### src/rtl/lsb_evt.sv
// Button/switch event capture: turns debounced level changes into sticky
// press/release/long-press/switch-change flags with W1C clearing and a level irq.
`timescale 1ns/1ps
module lsb_evt #(
    parameter int PRESCALE   = 50000,
    parameter int LONG_TICKS = 1000
) (
    input  logic        clk,
    input  logic        rst,
    input  logic        stb,
    input  logic        we,
    input  logic [31:0] data_in,
    output logic [31:0] data_out,
    output logic        ack,
    input  logic [3:0]  btn_in,
    input  logic [3:0]  swi_in,
    output logic        irq
);
    localparam logic [15:0] PRE_MAX  = 16'(PRESCALE - 1);
    localparam logic [15:0] LONG_MAX = 16'(LONG_TICKS);

    logic        w_wr;
    logic        w_rd;
    logic        w_clr;
    logic        w_en_wr;
    logic        w_tick;
    logic [15:0] w_clr_bits;
    logic [3:0]  w_press;
    logic [3:0]  w_rel;
    logic [3:0]  w_long;
    logic [3:0]  w_swchg;
    logic        w_unused_bits;

    logic [3:0]  r_btn_q;
    logic [3:0]  r_swi_q;
    logic [15:0] r_pre;
    logic [3:0]  r_ev_press;
    logic [3:0]  r_ev_rel;
    logic [3:0]  r_ev_long;
    logic [3:0]  r_ev_sw;
    logic [3:0]  r_irq_en;
    logic        r_irq;

    assign ack        = stb;
    assign w_wr       = stb & we;
    assign w_rd       = stb & ~we;
    assign w_clr      = w_wr & (data_in[31:30] == 2'b01);
    assign w_en_wr    = w_wr & (data_in[31:30] == 2'b10);
    assign w_clr_bits = w_clr ? data_in[15:0] : 16'h0000;
    assign w_tick     = (r_pre == PRE_MAX);
    assign w_unused_bits = ^data_in[29:16];

    // Edge registers follow the inputs even in reset so a level held
    // through reset is not mistaken for a fresh edge afterwards.
    always_ff @(posedge clk) begin
        r_btn_q <= btn_in;
        r_swi_q <= swi_in;
    end

    always_ff @(posedge clk) begin
        if (rst || w_tick) begin
            r_pre <= 16'h0000;
        end else begin
            r_pre <= r_pre + 16'd1;
        end
    end

    generate
        for (genvar gi = 0; gi < 4; gi++) begin : g_btn
            logic [15:0] r_hold;

            assign w_press[gi] = btn_in[gi] & ~r_btn_q[gi];
            assign w_rel[gi]   = ~btn_in[gi] & r_btn_q[gi];
            assign w_swchg[gi] = swi_in[gi] ^ r_swi_q[gi];
            // Fires only on the step that reaches the threshold; saturation keeps it single-shot.
            assign w_long[gi]  = btn_in[gi] & w_tick & (r_hold == LONG_MAX - 16'd1);

            always_ff @(posedge clk) begin
                if (rst || !btn_in[gi]) begin
                    r_hold <= 16'h0000;
                end else if (w_tick && (r_hold < LONG_MAX)) begin
                    r_hold <= r_hold + 16'd1;
                end
            end
        end
    endgenerate

    // Sticky flags: a new event in the same cycle as its W1C wins.
    always_ff @(posedge clk) begin
        if (rst) begin
            r_ev_press <= 4'h0;
            r_ev_rel   <= 4'h0;
            r_ev_long  <= 4'h0;
            r_ev_sw    <= 4'h0;
            r_irq_en   <= 4'h0;
            r_irq      <= 1'b0;
        end else begin
            r_ev_press <= (r_ev_press & ~w_clr_bits[3:0])   | w_press;
            r_ev_rel   <= (r_ev_rel   & ~w_clr_bits[7:4])   | w_rel;
            r_ev_long  <= (r_ev_long  & ~w_clr_bits[11:8])  | w_long;
            r_ev_sw    <= (r_ev_sw    & ~w_clr_bits[15:12]) | w_swchg;
            if (w_en_wr) begin
                r_irq_en <= data_in[3:0];
            end
            r_irq <= ((|r_ev_press) & r_irq_en[0]) | ((|r_ev_rel) & r_irq_en[1]) |
                     ((|r_ev_long)  & r_irq_en[2]) | ((|r_ev_sw)  & r_irq_en[3]);
        end
    end

    always_comb begin
        data_out = 32'h0000_0000;
        if (w_rd) begin
            data_out = {4'h0, r_irq_en, swi_in, btn_in, r_ev_sw, r_ev_long, r_ev_rel, r_ev_press};
        end
    end

    assign irq = r_irq;
endmodule

### config.mk
export PLATFORM = sky130hd
export DESIGN_NAME = lsb_evt
export DESIGN_NICKNAME = d
export VERILOG_FILES = /design/src/rtl/lsb_evt.sv
export SDC_FILE = /design/constraint.sdc
export NUM_CORES = 1
export LEC_CHECK = 0
export ABC_AREA = 0
export CORE_ASPECT_RATIO = 0.7
export CORE_MARGIN = 3
export CORE_UTILIZATION = 48
export DETAILED_ROUTE_END_ITERATION = 6
export PLACE_DENSITY = 0.76
export SETUP_SLACK_MARGIN = 0.5
export SYNTH_ARGS = -nofsm -noshare
export SYNTH_HDL_FRONTEND = slang
export SYNTH_SLANG_ARGS = --single-unit
### constraint.sdc
create_clock -name clk -period 2.2 [get_ports clk]
set_input_delay 0.44 -clock clk [delete_from_list [all_inputs] [get_ports clk]]
set_output_delay 0.44 -clock clk [all_outputs]
set_load 0.05 [all_outputs]
==> results of run 1 <==
-- worst max-delay path, cell delays in order, from the launching register on --
cell and delay (ns):
dfxtp_4 0.37, ha_4 0.13, and3_4 0.22, nand4_4 0.20, or3b_4 0.50, or4_4 0.43, a21oi_2 0.13
-- power breakdown --
group / switching (mW) / total [mW] / internal, mW
clock: 0.690 / 1.81 / 1.12
sequential: 0.0276 / 2.03 / 2.00
combinational: 0.187 / 0.375 / 0.188
total: 0.905 / 4.22 / 3.31
-- worst paths after layout --
kind	end	from	depth (start not counted)	slack, ns
worst max-delay path	g_btn[0].r_hold[7]$_SDFFE_PP0P_	r_pre[1]$_SDFF_PP0_	6	0.15
worst min-delay path	r_swi_q[1]$_DFF_P_	swi_in[1]	1	0.29
worst min register to register	r_pre[0]$_SDFF_PP0_	r_pre[0]$_SDFF_PP0_	1	0.45
worst max register to register	g_btn[0].r_hold[7]$_SDFFE_PP0P_	r_pre[1]$_SDFF_PP0_	6	0.15
-- cell type report --
cell class / count / area [um2]
clock buffers: 13 / 280
fillers: 595 / 2390
well taps: 124 / 155
clock inverters: 3 / 65.1
flip-flops and latches: 109 / 2200
inverters: 5 / 18.8
repair buffers: 98 / 1380
multi-input cells: 391 / 2730
-- registers in the layout, summed over array words and instances, names as in the netlist --
register,count
g_btn.r_hold,64
irq,1
r_btn_q,4
r_ev_long,4
r_ev_press,4
r_ev_rel,4
r_ev_sw,4
r_irq_en,4
r_pre,16
r_swi_q,4
-- timing repair --
action                                  CTS  global route
buffers inserted                         16             0
endpoints found under the setup margin   72            81
gates resized for setup                  83            17
gates cloned                              4             0
pin swaps                                35             9
-- routing by layer --
metal	vias up	share of wire, %	track usage [%]
li1	1977	-	-
met1	2004	42	29.8
met2	132	49	42.6
met3	32	5.7	5.75
met4	0	2.6	10.4
met5	-	0	0
-- cells in the final DEF (no fill, tap or decap), types with 5 or more instances in the layout --
cell type        count
nor2_1              72
nor2b_1             12
o41ai_1              5
xnor2_1             17
clkbuf_16            9
o21ai_0              5
and2_1              26
mux2i_1              8
buf_6               15
nand4_1             11
buf_4               15
nand2_1             43
clkdlybuf4s50_1     21
inv_1                5
buf_12              35
a21oi_1             25
a21oi_2              5
nand2b_1             6
nand3_1             17
or3_1                8
and2_4              28
nor3_1               6
nor4_2               9
and3_1               5
dfxtp_1            104
nor4_4               8
xor2_1              12
dlygate4sd2_1        6
-- through the flow --
step	setup slack, ns	instance area, um2
3_5_place_dp	0.0787	5880
6_report	0.153	6830
3_3_place_gp	0.137	5880
2_1_floorplan	0.175	4800
4_1_cts	0.184	6760
5_1_grt	0.0730	6830
-- cells by family after synthesis --
| family | after synthesis |
|---|---|
| and+or+nand+nor | 284 |
| DFF | 109 |
| AOI/OAI and AO/OA | 58 |
| xor gates and xnor gates | 32 |
| buffers and inverters | 28 |
| muxes | 8 |
| adders and majority gates | 5 |
| other | 1 |
==> run metrics, run 1 <==
area leader, netlist=dfxtp_1; Synth Area per Inst=8.82 um2; largest family of logic cells by synthesized area=simple AND/OR/NAND/NOR gates; Slew headroom=57.5%; synthesis-to-finish area growth=47.5%; max-cap violations=0; Post-Synth Adder-Cell Area=1.35%; Max FO, Critical Path=8; most frequent cells after synthesis=dfxtp_1, nor2_1, and2_1; clk slew on worst S/H paths=0.07 ns; Slew Limit Fails=0; RSZ-0062 raised after global routing=true; Cells after Synth=525; FP Rows=29; sequential area share after synthesis=47.1%; yosys warns=0; Pleak=2.55 nW; Die W=123 um; 1st-iter DRT viols=199; Setup crit end kind=register; power per cell area=617 nW/um2; clk_lat worst skew=0.35 ns; CP startpoint kind=register; vias per cell=5.58; worst vdd ir=0.432 mV; drt drc=0; Post-Synth XOR/XNOR Area=6.05%; total CTS buffers=9; clk root buf=clkbuf_16; non-filler cells, final=743; Final Critical Period=2.05 ns; CTS Sinks=109; most numerous cell in the Yosys netlist=dfxtp_1; Arr. time, crit path=2.33 ns; EDFF count, synth=0; Tcrit/Tclk final=93.1%; WP data required=2.48 ns; ys async rst share=0%; # diodes=0; worst hold path type=input port to register; Placed Instances=707; Post-Synth Simple-Gate Area=33.3%; IO Count=78; Yosys top cell area share=47.1%; first-pass GRT wire length=20900 um; # setup viols final=0; Hold Buf Count CTS=0; Fin. Hold Viols=0; post-layout util=74.1%; Area contributors post-synth=dfxtp_1, and2_1, nor2_1; FMAX=0.488 GHz; initial antenna violation count=0; largest net degree at the start of global routing=32; routed vias=4145; critical path class=register to register; Yosys cell types=46; Mapped Area=4630 um2; vias in the first global route=4190; Initial Util=50.2%; status=complete, no violations; Yosys reg bits=109; die area=10900 um2; drt total wl=12900 um; per-cell routed wire length=17.4 um; Fin Setup TNS=0 ns; GRT Residual Overflow=0; Synth Area in Compound Gates=7.67%; total global-route track usage=24.7%; Clock Skew=0.00856 ns; post-synthesis mux area share=1.73%; number of port buffers=59; Overall Power=4.22 mW; share of layout cells above drive strength 1=26.8%; Die Y=88.2 um; CTS tree=done; antenna viol nets, final=0; drt first pass iters=4; Clock Path Buffers=2; htree depth=3; HPWL Detailed=7810 um; final net count=663; GPL Wtd Cong=0.852; Slew @ Worst Pin=0.629 ns; core box area=9220 um2; hold_ws=0.293 ns; Top FF cell, synth=dfxtp_1
(Power assumes the default switching activity.)
==> run 2: changes to the inputs <==
--- a/config.mk
+++ b/config.mk
@@ -11,7 +11,7 @@
 export CORE_UTILIZATION = 48
 export DETAILED_ROUTE_END_ITERATION = 6
 export PLACE_DENSITY = 0.76
-export SETUP_SLACK_MARGIN = 0.5
+export SETUP_SLACK_MARGIN = 0.3
 export SYNTH_ARGS = -nofsm -noshare
 export SYNTH_HDL_FRONTEND = slang
 export SYNTH_SLANG_ARGS = --single-unit
==> run 2 against run 1 <==
Effect of this change:
- clock-buffer cell count is 2 lower
- register-to-register slack better by 0.04 ns
- combinational power shrank 9.1%
- fmax up 1.8%
- sequential power is essentially flat
- highest routed layer unchanged
==> run metrics, run 2 (synthesis results as in run 1) <==
status=complete, no violations (unchanged); Place WS=0.0545 ns (was 0.0787 ns); total global-route track usage=21.5% (was 24.7%); setup ws final=0.188 ns (was 0.153 ns); Overall Power=3.97 mW (was 4.22 mW); synthesis-to-finish area growth=35.9% (was 47.5%); Clock Skew=0.00806 ns (was 0.00856 ns); htree depth=3 (unchanged); max-cap violations=0 (unchanged); Fin. Hold Viols=0 (unchanged); Hold Buf Count CTS=0 (unchanged); routed vias=4017 (was 4145); clk slew on worst S/H paths=0.07 ns (about the same); commonest non-fill, non-tap cell in the layout=dfxtp_1 (unchanged); final net count=657 (was 663); Int Pwr=3.02 mW (was 3.31 mW); reg2reg start=r_pre[10]$_SDFF_PP0_ (was r_pre[1]$_SDFF_PP0_); worst hold path depth=1 (unchanged); Slew headroom=55.3% (was 57.5%); number of port buffers=59 (unchanged); die area=10900 um2 (unchanged); FMAX=0.497 GHz (was 0.488 GHz); Arr. time, crit path=2.24 ns (was 2.33 ns); Fin Setup TNS=0 ns (unchanged); Top reg by flops=g_btn.r_hold (unchanged); Post-DP Area=5760 um2 (was 5880 um2); CTS Sinks=109 (unchanged); Psw=0.945 mW (was 0.905 mW); FP Rows=29 (unchanged); non-filler cells, final=737 (was 743); R2R depth=7 (was 6); Comb power frac=8.6% (was 8.9%); critical path class=register to register (unchanged); top sig layer=met4 (unchanged); fin area=6290 um2 (was 6830 um2); drt drc=0 (unchanged); Placed Instances=710 (was 707); Tcrit/Tclk final=91.4% (was 93.1%); reg2reg setup slack=0.19 ns (was 0.15 ns); power per cell area=630 nW/um2 (was 617 nW/um2); CTS tree=done (unchanged); drt first pass iters=5 (was 4); GRT Residual Overflow=0 (unchanged); IO Count=78 (unchanged); DR WL met3=690 um (was 742 um); HPWL Detailed=7850 um (was 7810 um); initial antenna violation count=0 (unchanged); largest net degree at the start of global routing=20 (was 32); core box area=9220 um2 (unchanged); clock network fraction of design power=40.3% (was 42.9%); Pleak=2.41 nW (was 2.55 nW); total CTS buffers=9 (unchanged); 1st-iter DRT viols=239 (was 199); FF-to-FF End=g_btn[3].r_hold[6]$_SDFFE_PP0P_ (was g_btn[0].r_hold[7]$_SDFFE_PP0P_); clk_lat worst skew=0.34 ns (was 0.35 ns); post-layout util=68.3% (was 74.1%); met2 wire len=5260 um (was 6370 um); RSZ-0062 raised after global routing=true (unchanged); first-pass GRT wire length=18500 um (was 20900 um); Flop pwr share=51.1% (was 48.2%); worst vdd ir=0.379 mV (was 0.432 mV); Final Critical Period=2.01 ns (was 2.05 ns); Regs by FF count=g_btn.r_hold: 64 flops, r_pre: 16 flops (unchanged); GPL Wtd Cong=0.887 (was 0.852); worst hold path type=register to register (was input port to register); hold_sp=g_btn[1].r_hold[10]$_SDFFE_PP0P_ (was swi_in[1]); WP data required=2.43 ns (was 2.48 ns); Slew @ Worst Pin=0.661 ns (was 0.629 ns); # setup viols final=0 (unchanged); vias per cell=5.45 (was 5.58); clk root buf=clkbuf_16 (unchanged); hold_ws=0.464 ns (was 0.293 ns); Setup crit end kind=register (unchanged); most frequent cells in the layout=dfxtp_1, nor2_1, nand2_1 (unchanged); Clock Path Buffers=2 (unchanged); max FFs per register=64 (unchanged); Die W=123 um (unchanged); share of layout cells above drive strength 1=19.4% (was 26.8%); antenna viol nets, final=0 (unchanged); endpoint with the worst hold slack=g_btn[1].r_hold[10]$_SDFFE_PP0P_ (was r_swi_q[1]$_DFF_P_); per-cell routed wire length=15.2 um (was 17.4 um); drt total wl=11200 um (was 12900 um); sw frac=23.8% (was 21.5%); vias in the first global route=3892 (was 4190); Die Y=88.2 um (unchanged); CP startpoint kind=register (unchanged); # diodes=0 (unchanged); Initial Util=50.2% (unchanged); Max FO, Critical Path=14 (was 8); Met1 Wirelength=5080 um (was 5460 um); Slew Limit Fails=0 (unchanged)
run 2: cell types whose count changed in the layout (fill, tap and decap cells not counted), moves of 5 or more:
cell and delta:
buf_12 -5, and2_4 -12, nor4_4 -6, buf_4 +11, and2_1 +12, nor4_2 -9
buf_6 -9, clkdlybuf4s50_1 +5, nor4_1 +15
run 2: power groups by stage:
stage	registers, mW	clock network (mW)	logic, mW
2_1_floorplan	2.07	0	0.160
3_3_place_gp	2.07	0	0.316
3_5_place_dp	2.08	0	0.324
4_1_cts	2.03	1.63	0.339
5_1_grt	2.03	1.72	0.363
6_report	2.03	1.60	0.341
run 2: what timing repair did:
item / in CTS / in global routing
gates cloned: 2 / 0
endpoints found under the setup margin: 44 / 32
gates resized for setup: 36 / 17
pin swaps: 4 / 9
setup buffers: 3 / 6
run 2: layout make-up:
cell class	instances	area, um2
fillers	695	2930
inverters	5	18.8
clock inverters	5	53.8
well taps	124	155
repair buffers	92	1160
flip-flops and latches	109	2200
clock buffers	11	253
multi-input cells	391	2450
run 2: critical path, cell delays in order, from the launching register on:
cell     delay (ns)
dfxtp_4        0.36
nor4b_4        0.31
nand4_4        0.21
buf_12         0.20
nor4_1         0.30
buf_4          0.19
a31oi_1        0.09
a41o_1         0.23
run 2: worst max path at each step:
| stage | endpoint | from | slack [ns] |
|---|---|---|---|
| after floorplan | g_btn[1].r_hold[8]$_SDFFE_PP0P_ | r_pre[1]$_SDFF_PP0_ | 0.17 |
| after global placement | data_out[15] | stb | 0.13 |
| after detailed placement | g_btn[0].r_hold[7]$_SDFFE_PP0P_ | g_btn[0].r_hold[10]$_SDFFE_PP0P_ | 0.05 |
| after CTS | g_btn[1].r_hold[8]$_SDFFE_PP0P_ | r_pre[7]$_SDFF_PP0_ | 0.20 |
| after global routing | g_btn[3].r_hold[6]$_SDFFE_PP0P_ | r_pre[10]$_SDFF_PP0_ | 0.12 |
| final | g_btn[3].r_hold[6]$_SDFFE_PP0P_ | r_pre[10]$_SDFF_PP0_ | 0.19 |
run 2: metal layers:
| metal | up-vias | global-route usage [%] |
|---|---|---|
| met2 | 122 | 36.2 |
| met5 | - | 0 |
| li1 | 1977 | - |
| met1 | 1897 | 27.8 |
| met4 | 0 | 6.03 |
| met3 | 21 | 4.91 |
==> run 3: changes to the inputs <==
--- a/config.mk
+++ b/config.mk
@@ -6,6 +6,7 @@
 export NUM_CORES = 1
 export LEC_CHECK = 0
 export ABC_AREA = 0
+export CAP_MARGIN = 20
 export CORE_ASPECT_RATIO = 0.7
 export CORE_MARGIN = 3
 export CORE_UTILIZATION = 48
==> results of run 3 <==
The final DEF is identical to that of run 2; final timing and power are the same.
